File: src/rtl/adder_pkg.sv
// rtl/adder_pkg.sv - shared widths, slice count and FSM state type for the operand adder
package adder_pkg;
    localparam int WIDTH  = 381;
    localparam int SLICE  = 64;
    localparam int SLICES = (WIDTH + SLICE - 1) / SLICE;
    localparam int PAD    = SLICES * SLICE;
    localparam int IDX_W  = (SLICES > 1) ? $clog2(SLICES) : 1;

    typedef logic [IDX_W-1:0] idx_t;

    typedef enum logic [1:0] {
        WAIT_A,
        WAIT_B,
        ADD,
        HOLD
    } state_t;
endpackage

File: src/rtl/slice_adder.sv
// rtl/slice_adder.sv - combinational W-bit adder with carry in/out, one slice per cycle
module slice_adder #(
    parameter int W = 64
) (
    input  logic [W-1:0] a,
    input  logic [W-1:0] b,
    input  logic         cin,
    output logic [W-1:0] s,
    output logic         cout
);
    assign {cout, s} = {1'b0, a} + {1'b0, b} + {{W{1'b0}}, cin};
endmodule

File: src/rtl/operand_add_sequencer.sv
// rtl/operand_add_sequencer.sv - captures A then B on rx_done edges, adds slice-serially, holds sum until accepted
// Optional WAIT_B watchdog enabled by defining ADDER_TIMEOUT_EN.
module operand_add_sequencer
    import adder_pkg::*;
#(
    parameter int unsigned TIMEOUT_CYCLES = 32'd16777216
) (
    input  logic             clk,
    input  logic             reset,
    input  logic [WIDTH-1:0] rx_data,
    input  logic             rx_done,
    output logic [WIDTH:0]   sum,
    output logic             sum_valid,
    input  logic             sum_ready,
    output logic             busy,
    output logic             overrun,
    output logic             timeout
);
    state_t state, state_next;
    logic   done_q;
    logic   rx_edge;
    logic   [PAD-1:0] a_q, b_q, res_q;
    logic   carry_q;
    idx_t   idx_q;
    logic   [SLICE-1:0] s_slice;
    logic   c_out;
    logic   [PAD:0] full_sum;
    logic   cap_a, cap_b, step, finish, drop_a, tmo_hit;

    assign rx_edge   = rx_done & ~done_q;
    assign sum_valid = (state == HOLD);
    assign busy      = (state == ADD) || (state == HOLD);

    // Operands shift down one slice per cycle; results shift in from the top,
    // so after the last slice res_q holds every earlier slice in order.
    slice_adder #(.W(SLICE)) u_slice_adder (
        .a    (a_q[SLICE-1:0]),
        .b    (b_q[SLICE-1:0]),
        .cin  (carry_q),
        .s    (s_slice),
        .cout (c_out)
    );

    // Operands are zero-padded, so the true carry lands at bit WIDTH of the
    // padded sum; taking [WIDTH:0] is correct whether or not padding exists.
    assign full_sum = {c_out, s_slice, res_q[PAD-1:SLICE]};

`ifdef ADDER_TIMEOUT_EN
    logic [31:0] tmo_cnt;

    assign tmo_hit = (state == WAIT_B) && !rx_edge && (tmo_cnt == TIMEOUT_CYCLES - 1);

    always_ff @(posedge clk) begin
        if (reset || state != WAIT_B) tmo_cnt <= '0;
        else                          tmo_cnt <= tmo_cnt + 32'd1;
    end
`else
    logic unused_tmo;

    assign unused_tmo = ^TIMEOUT_CYCLES;
    assign tmo_hit    = 1'b0;
`endif

    always_comb begin
        state_next = state;
        cap_a      = 1'b0;
        cap_b      = 1'b0;
        step       = 1'b0;
        finish     = 1'b0;
        drop_a     = 1'b0;
        case (state)
            WAIT_A: if (rx_edge) begin
                cap_a      = 1'b1;
                state_next = WAIT_B;
            end
            WAIT_B: if (rx_edge) begin
                cap_b      = 1'b1;
                state_next = ADD;
            end else if (tmo_hit) begin
                drop_a     = 1'b1;
                state_next = WAIT_A;
            end
            ADD: begin
                step = 1'b1;
                if (idx_q == idx_t'(SLICES - 1)) begin
                    finish     = 1'b1;
                    state_next = HOLD;
                end
            end
            HOLD: if (sum_ready) state_next = WAIT_A;
            default: state_next = WAIT_A;
        endcase
    end

    always_ff @(posedge clk) begin
        if (reset) begin
            state   <= WAIT_A;
            done_q  <= 1'b0;
            a_q     <= '0;
            b_q     <= '0;
            res_q   <= '0;
            carry_q <= 1'b0;
            idx_q   <= '0;
            sum     <= '0;
            overrun <= 1'b0;
            timeout <= 1'b0;
        end else begin
            state   <= state_next;
            done_q  <= rx_done;
            overrun <= rx_edge && busy;
            timeout <= tmo_hit;
            if (cap_a)  a_q <= PAD'(rx_data);
            if (drop_a) a_q <= '0;
            if (cap_b) begin
                b_q     <= PAD'(rx_data);
                carry_q <= 1'b0;
                idx_q   <= '0;
            end
            if (step) begin
                a_q     <= a_q >> SLICE;
                b_q     <= b_q >> SLICE;
                res_q   <= {s_slice, res_q[PAD-1:SLICE]};
                carry_q <= c_out;
                idx_q   <= idx_q + 1'b1;
            end
            if (finish) sum <= full_sum[WIDTH:0];
        end
    end
endmodule

File: config.mk
export PLATFORM = sky130hd
export DESIGN_NAME = operand_add_sequencer
export DESIGN_NICKNAME = d
export VERILOG_FILES = /design/src/rtl/adder_pkg.sv /design/src/rtl/slice_adder.sv /design/src/rtl/operand_add_sequencer.sv
export SDC_FILE = /design/constraint.sdc
export NUM_CORES = 2
export LEC_CHECK = 0
export BUFFER_PORTS_ARGS = -buffer_cell sky130_fd_sc_hd__buf_4
export CAP_MARGIN = 20
export CELL_PAD_IN_SITES_DETAIL_PLACEMENT = 1
export CELL_PAD_IN_SITES_GLOBAL_PLACEMENT = 2
export CORE_MARGIN = 5
export CORE_UTILIZATION = 30
export DETAILED_ROUTE_END_ITERATION = 8
export GPL_TIMING_DRIVEN = 0
export PLACE_DENSITY_LB_ADDON = 0.08
export SKIP_CTS_REPAIR_TIMING = 1
export SLEW_MARGIN = 20
export SYNTH_ARGS = -nofsm -noshare
export SYNTH_HDL_FRONTEND = slang
export SYNTH_SLANG_ARGS = --single-unit
File: constraint.sdc
create_clock -name clk -period 2.74 [get_ports clk]
set_input_delay 0.137 -clock clk [delete_from_list [all_inputs] [get_ports clk]]
set_output_delay 0.137 -clock clk [all_outputs]
set_load 0.02 [all_outputs]
==> summary.txt <==
Floorplanning
  • Die H: 459 um
  • Effective utilization at floorplan: 0.301
  • Die Wd: 459 um
  • Ports: 771
  • Core Rows: 165
  • Core area: 0.201 mm2
  • Die ar.: 0.211 mm2

Yosys
  • Most frequent cell after synthesis: nand2_1
  • Top post-synthesis cells by count: nand2_1, a21oi_1, dfxtp_1, nor2_1, clkbuf_1
  • Count of different cell masters after synthesis: 76
  • Ys async rst share: 0
  • Post-synthesis sequential area ratio: 0.486
  • Syn_nets: 8559
  • Top FF cell, synth: dfxtp_1
  • Synth Instances: 8103
  • Syn_area_per_cell: 7.48 um2
  • Top cells by area, synth: dfxtp_1, a21oi_1, nand2_1
  • Area share of the largest cell type after synthesis: 0.486
  • Mapped Area: 0.0606 mm2
  • Synth area leader: dfxtp_1
  • Post-synthesis register bit count: 1472
  • Synth Warn #: 0
  • Post-synth EDFFs: 0

Timing
  • Clk_skew: 0.0246 ns
  • Setup ws final: -0.557 ns
  • Max-Slew Margin vs Limit: 0.219
  • Hold WS: 0.116 ns
  • Slew at the pin with the worst max-slew slack: 1.17 ns
  • # setup viols final: 81
  • RSZ-0062 raised after global routing: true
  • Period utilisation layout: 1.20
  • Post-route minimum period: 3.30 ns
  • Max Slew Vio Count: 0
  • TNS Setup: -19.71 ns
  • FMAX: 303 MHz
  • Fin. Hold Viols: 0

Setup path
  • CP endpoint kind: register
  • CP cell instances: ha_4 > buf_6 > nand4_1 > or4_4 > or3_4 > o31ai_4 > nor3b_4 > o41ai_4 > buf_4 > a31oi_4 > or3_1 > a31oi_1
  • Family with the most delay on the worst path: simple AND/OR/NAND/NOR gates
  • Reg2reg start: a_q[29]
  • Critical-path maximum fanout: 5
  • CP max-delay cell: or4_4
  • Crit path kind: register to register
  • Critical Path Start: a_q[29]
  • Req. time, crit path: 3.49 ns
  • Startpoint Class: register
  • CP max stage delay: 0.60 ns
  • WP data arrival: 4.04 ns
  • Critical path buffer and inverter count: 2

Drt
  • Antenna-violating nets left: 0
  • Pre-antenna DRT Iters: 7
  • Drt total wl: 293000 um
  • Total number of vias: 60246
  • Detailed Route Iter0 Violations: 2710
  • DRC: 0
  • Vias/cell: 4.88
  • WL per Instance: 23.7 um

Clock network
  • Register clock-pin slew on the reported worst setup and hold paths: 0.06 ns
  • CTS tree: yes
  • Clock buffer depth: 3
  • CTS H-tree depth: 4
  • Clock sink total: 1472
  • Clk_lat worst skew: 0.83 ns
  • Root Buffer: clkbuf_16
  • Num CTS Buffers: 173

Power and ir drop
  • Leak: 30.8 nW
  • Power per cell area: 826 mW/mm2
  • Max rail drop VDD: 0.000687 V

Global routing
  • Initial antenna violation count: 93
  • Largest net degree at the start of global routing: 17
  • Vias in the first global route: 61147
  • Global-route wire length before repair: 414000 um
  • Final global-route overflow total: 0
  • Total global-route track usage: 0.265

Run status
  • Status: finished, violations left
  • Failing checks: negative setup slack

Final layout
  • Final net count: 9959
  • Fraction of layout cells with a size suffix above 1: 0.159
  • Synth-to-Final Area Change: 35.5%
  • Filler cell count: 24386

Hold path
  • Hold path start: rx_data[375]
  • Min-Delay Path Class: input port to register

Place
  • Input/output buffers: 769
  • Final HPWL DP: 240000 um
  • RePlAce Congestion: 0.888

Flow run
  • Max-cap violation count: 0
cell families after synthesis:
logic type	after synthesis	share of synthesized area
simple gates	3480	0.222
compound gates	2071	0.181
flops	1472	0.486
buf+inv	675	0.0422
mux	293	0.0484
fa+ha+maj	71	0.0149
xor+xnor	40	0.00578
other cells	1	0.0000619
power breakdown:
group	switching (mW)	internal [mW]
clock	9.91	13.7
combinational	12.7	6.14
sequential	1.84	23.5
total	24.4	43.3
tightest hold or removal path: stages:
cell,delay [ns]
dlygate4sd3_1,0.52
buf_4,0.10
nand2_1,0.04
a21oi_1,0.10
area by class of cell:
class / instances / area (um2) / share of cell area
Multi-Input combinational cell: 5956 / 30100 / 0.367
Sequential cell: 1472 / 29500 / 0.359
Timing Repair Buffer: 1237 / 10500 / 0.128
Clock buffer: 266 / 5170 / 0.0630
Tap cell: 2672 / 3340 / 0.0407
Buffer: 622 / 2660 / 0.0324
Clock inverter: 44 / 531 / 0.00646
Inverter: 41 / 156 / 0.00191
Antenna cell: 46 / 115 / 0.00140
layer usage:
metal | part of all wire | vias to the layer above | routed length [um] | track usage
met5 | 0.00076 | - | 223 | 0
met4 | 0.035 | 36 | 10400 | 0.103
met3 | 0.050 | 466 | 14600 | 0.0616
met2 | 0.50 | 1318 | 147000 | 0.475
met1 | 0.41 | 28714 | 121000 | 0.306
li1 | - | 29712 | - | -
cell usage in the layout (no fill, tap or decap), types with 22 or more instances in the layout:
master / count
buf_1: 60
a21oi_1: 1800
nand3_1: 45
diode_2: 46
inv_1: 38
nor2_1: 965
dlygate4sd3_1: 384
nand2_1: 2323
buf_4: 822
clkbuf_1: 433
clkinv_2: 22
a21o_1: 32
clkbuf_8: 47
nand4_1: 24
buf_6: 34
mux2i_1: 291
nor3_1: 28
dfxtp_1: 1451
a21oi_2: 25
ha_4: 22
ha_1: 38
clkbuf_16: 174
clkbuf_2: 136
registers in the layout, indices dropped and copies added, names as in the netlist:
name and flops:
overrun 1, idx_q 3, b_q 381, a_q 381, sum 382, carry_q 1
res_q 320, done_q 1, state 2
final timing paths:
path,endpoint,slack [ns],cells after the start
hold reg to reg,sum[28],0.45,2
hold / removal,a_q[375],0.12,4
setup / recovery,sum[368],-0.56,12
setup reg to reg,sum[368],-0.56,12
metrics by stage:
step           cell area [um2]  total power, mW  worst slack, ns  std cells   util
6_report                 82100             67.8           -0.557      12356  0.407
3_5_place_dp             70000             43.5            -1.91      11552  0.348
2_1_floorplan            60700             36.0           -0.132       8103      -
3_3_place_gp             69800             43.1            -2.09      11544  0.346
5_1_grt                  82000             71.3           -0.651      12324  0.407
4_1_cts                  75700             67.2            -1.94      11862  0.376
Note: power is estimated with default switching activity, not from simulation.
